===== src/rtl/seq_detector_param.sv =====
// rtl/seq_detector_param.sv - parametrised serial bit-pattern detector with match counter
//
// Purpose: watches a one-bit serial stream and emits a registered one-cycle
// pulse each time the last LEN accepted bits equal PATTERN (MSB = oldest bit).
//
// Ports:
//   clk          in   system clock, rising edge
//   reset        in   asynchronous active-high reset
//   clr          in   synchronous clear of history/fill/counter/out, beats en
//   en           in   data qualifier, data_in accepted only when high
//   data_in      in   serial input bit
//   out          out  registered match pulse
//   match_count  out  saturating number of matches since reset/clr
//   fill         out  number of valid bits held toward a match (0..LEN)
module seq_detector_param #(
    parameter int             LEN     = 4,
    parameter logic [LEN-1:0] PATTERN = 4'b1011,
    parameter bit             OVERLAP = 1'b1,
    parameter int             CNT_W   = 8,
    localparam int            FW      = $clog2(LEN + 1)
) (
    input  logic             clk,
    input  logic             reset,
    input  logic             clr,
    input  logic             en,
    input  logic             data_in,
    output logic             out,
    output logic [CNT_W-1:0] match_count,
    output logic [FW-1:0]    fill
);

    logic [LEN-1:0] history;
    logic [LEN-1:0] hist_next;
    logic [FW-1:0]  fill_inc;
    logic           hit;

    always_comb begin
        hist_next = {history[LEN-2:0], data_in};
        // The fill guard keeps the all-zero reset history from matching
        // patterns such as all zeros before LEN real bits have arrived.
        hit       = (hist_next == PATTERN) && (fill >= FW'(LEN - 1));
        fill_inc  = (fill == FW'(LEN)) ? fill : fill + FW'(1);
    end

    always_ff @(posedge clk or posedge reset) begin
        if (reset) begin
            history     <= '0;
            fill        <= '0;
            out         <= 1'b0;
            match_count <= '0;
        end else if (clr) begin
            history     <= '0;
            fill        <= '0;
            out         <= 1'b0;
            match_count <= '0;
        end else if (en) begin
            history <= hist_next;
            out     <= hit;
            if (hit) begin
                if (!(&match_count)) begin
                    match_count <= match_count + CNT_W'(1);
                end
                // Non-overlapping mode demands a completely fresh window.
                fill <= OVERLAP ? FW'(LEN) : '0;
            end else begin
                fill <= fill_inc;
            end
        end else begin
            // Bubble: history and progress are kept, only the pulse drops.
            out <= 1'b0;
        end
    end

endmodule


===== config.mk =====
export PLATFORM = sky130hd
export DESIGN_NAME = seq_detector_param
export DESIGN_NICKNAME = d
export VERILOG_FILES = /design/src/rtl/seq_detector_param.sv
export SDC_FILE = /design/constraint.sdc
export NUM_CORES = 1
export LEC_CHECK = 0
export CAP_MARGIN = 0
export CORE_AREA = 3 3 51 53
export CTS_CLUSTER_SIZE = 14
export DETAILED_ROUTE_END_ITERATION = 6
export DIE_AREA = 0 0 54 56
export PLACE_DENSITY = 0.66
export REMOVE_ABC_BUFFERS = 1
export SYNTH_ARGS = -nofsm -noshare
export SYNTH_HDL_FRONTEND = slang
export SYNTH_SLANG_ARGS = --single-unit
export TNS_END_PERCENT = 1

===== constraint.sdc =====
create_clock -name clk -period 2 [get_ports clk]
set_input_delay 0.2 -clock clk [delete_from_list [all_inputs] [get_ports clk]]
set_output_delay 0.2 -clock clk [all_outputs]
set_load 0.1 [all_outputs]

==> results.py <==
metrics = {
    "outcome": {
        "status": "complete, no violations",
    },
    "logic_synthesis": {
        "synth_area_leaders": "dfrtp_1, ha_1, mux2i_1, nor2_1, inv_1",
        "ys_warn_count": 0,
        "avgSynthCellArea_sq_um": 9.77,
        "synth-main-ff-cell": "dfrtp_1",
        "synth_edf_count": 0,
        "synth_top_area_share_pct": 44.2,
        "syn-instance-count": 87,
        "synthArstFlopShare_pct": 100,
        "yosys.cell_types.count": 30,
        "synth-seq-cells": 15,
        "synth.most_common_cell": "dfrtp_1",
        "synth_common_cells": "dfrtp_1, nor2_1, inv_1",
        "netlist_area_sq_um": 850,
        "ys_seq_area_share_pct": 44.2,
        "yosys.area.top_type": "dfrtp_1",
    },
    "die": {
        "die_h_microns": 56,
        "fp.dieArea_sq_um": 3020,
        "fp-row-count": 17,
        "core_sq_um": 2190,
        "initial_core_util_pct": 38.8,
        "die_w_microns": 54,
        "io_pins": 17,
    },
    "worst_setup_path": {
        "worstPathRequired_ns": 2.19,
        "crit_family": "simple AND/OR/NAND/NOR gates",
        "crit_buf_inv": 0,
        "r2r_slack_ns": 0.13,
        "cp_slowest_cell": "or4_1",
        "path_cells": "ha_1, ha_1, a211oi_1, nor2_1, or4_1, o31ai_1",
        "start_kind": "flop",
        "cp.arrival_ns": 2.07,
        "slowest_delay_ns": 0.47,
        "path_class": "reg -> reg",
        "worstPathMaxFanout": 5,
        "crit_path_frequent_cell": "ha_1",
        "critPathCaptureType": "flop",
    },
    "global_route": {
        "grt_pass1_vias": 675,
        "antenna_found_initial": 0,
        "grt-ovfl-total": 0,
        "grt_pass1_wl_microns": 3020,
        "grt_start_max_net_pins": 16,
        "grt_util_all_layers_pct": 13.0,
    },
    "finish": {
        "diodes": 0,
        "multiInputGateArea_sq_um": 433,
        "area_delta_synth_final_pct": 24.0,
        "final_util_pct": 48.1,
        "final_nets": 118,
        "fill_cells": 210,
        "seq_area_sq_um": 375,
        "drive_gt1_share_pct": 23.1,
    },
    "clock_network": {
        "cts_tree": "done",
        "clockBufferDepth": 2,
        "clkTransAtPathRegs_ns": 0.10,
        "post_cts_resized": 0,
        "h-tree-depth": 1,
        "cts_buffers": 3,
        "postCtsSetupRepairBufs": 0,
        "postCtsHoldBufs": 0,
        "cts-root-buf": "clkbuf_4",
        "insertion_delay_ns": 0.29,
        "cts.sinks": 15,
    },
    "routing": {
        "drt-initial-drc-count": 14,
        "via_count": 718,
        "wl_per_cell_microns": 13.1,
        "routed_wl_microns": 1780,
        "dr.pass1.iters": 4,
        "drc": 0,
        "drtAntennaViolNets": 0,
        "vias_per_cell": 5.28,
    },
    "timing": {
        "max_freq_mhz": 534,
        "post-route-period-util_pct": 93.7,
        "setup_viol_count_final": 0,
        "finalClockSkew_ns": 0.00308,
        "tightest_slew_ns": 0.571,
        "maxSlewViolCount": 0,
        "maxSlewHeadroom_pct": 61.9,
        "min_period_ns": 1.87,
        "hold_viol": 0,
        "grt_setup_unrepaired": "false",
    },
    "pwr": {
        "p_leak_nw": 0.486,
        "power.total_w": 0.000598,
        "vdd_drop_max_uv": 289,
        "power_density_nw_per_um2": 568,
    },
    "placed_design": {
        "io_buffer_count": 16,
        "place_congestion": 0.706,
        "hpwl_microns": 1320,
    },
    "hold_path": {
        "hp-class": "in -> async",
    },
    "job": {
        "drv_cap": 0,
    },
}
-- stage by stage --
stage / area, sq um / std cells / worst slack, ns / TNS (ns) / hold WS [ns]
2_1_floorplan: 831 / 84 / -0.373 / -2.40 / 0.101
3_3_place_gp: 1030 / 132 / 0.200 / 0 / 0.529
3_5_place_dp: 1030 / 132 / 0.149 / 0 / 0.538
4_1_cts: 1050 / 136 / 0.125 / 0 / 0.289
5_1_grt: 1050 / 136 / 0.0252 / 0 / 0.306
6_report: 1050 / 136 / 0.126 / 0 / 0.265
-- power breakdown --
group / leakage (nW) / switching, W / internal [W]
registers: 0.207 / 0.00000605 / 0.000309
logic: 0.261 / 0.0000701 / 0.0000353
clock network: 0.0177 / 0.000103 / 0.0000743
-- cell families (layout without fill, tap and decap cells) --
logic type	after synthesis	after routing	synth area share (%)
AND/OR/NAND/NOR	35	35	23.9
AO/OA/AOI/OAI	18	18	14.0
flip-flops	15	15	44.2
buffers and inverters	9	30	4.86
multiplexers	6	6	7.22
adder cells (fa/ha/maj)	4	4	5.89
-- routing by layer --
layer  part of all wire [%]  global-route usage [%]  routed length [microns]
met3                    4.9                    2.41                       87
met5                      0                       0                        0
met4                    1.4                    4.27                       25
met1                     47                    18.3                      844
met2                     46                    19.7                      822
-- placed cells by master, fill, tap and decap left out, types with 2 or more instances in the layout --
cell type	instances
buf_4	16
ha_1	4
inv_1	6
nand2b_1	2
a31oi_1	2
nand4_1	3
nand3_1	2
o31ai_1	3
nor2_1	12
clkdlybuf4s50_1	4
nand2_1	5
o21ai_0	4
dfrtp_1	15
clkbuf_4	3
or4_1	3
mux2i_1	5
a21oi_1	4
-- final cells by class --
| type | count | share of cell area, % |
|---|---|---|
| clock buffers | 3 | 2.14 |
| clock inverters | 1 | 0.475 |
| inverters | 6 | 2.14 |
| multi-input cells | 63 | 41.1 |
| flip-flops and latches | 15 | 35.6 |
| well taps | 28 | 3.33 |
| repair buffers | 20 | 15.2 |
-- sequential cells by signal, indices dropped and copies added, names as in the netlist --
signal and cells:
history 3, out 1, fill 3, match_count 8
-- worst paths after layout --
path                                        start                          to  cells past startpoint
max                           fill[1]$_DFFE_PP0P_         fill[0]$_DFFE_PP0P_                      6
min                                         reset  match_count[4]$_DFFE_PP0P_                      2
max reg2reg                   fill[1]$_DFFE_PP0P_         fill[0]$_DFFE_PP0P_                      6
min reg2reg                history[2]$_DFFE_PP0P_      history[2]$_DFFE_PP0P_                      2
max in group asynchronous                   reset  match_count[1]$_DFFE_PP0P_                      2
min in group clk           history[2]$_DFFE_PP0P_      history[2]$_DFFE_PP0P_                      2
-- worst register-to-register path, cell delays in order, from the launching register on --
cell	delay, ns
dfrtp_1	0.43
ha_1	0.20
ha_1	0.21
a211oi_1	0.30
nor2_1	0.09
or4_1	0.47
o31ai_1	0.08
Power figures use the tool's default switching activity.
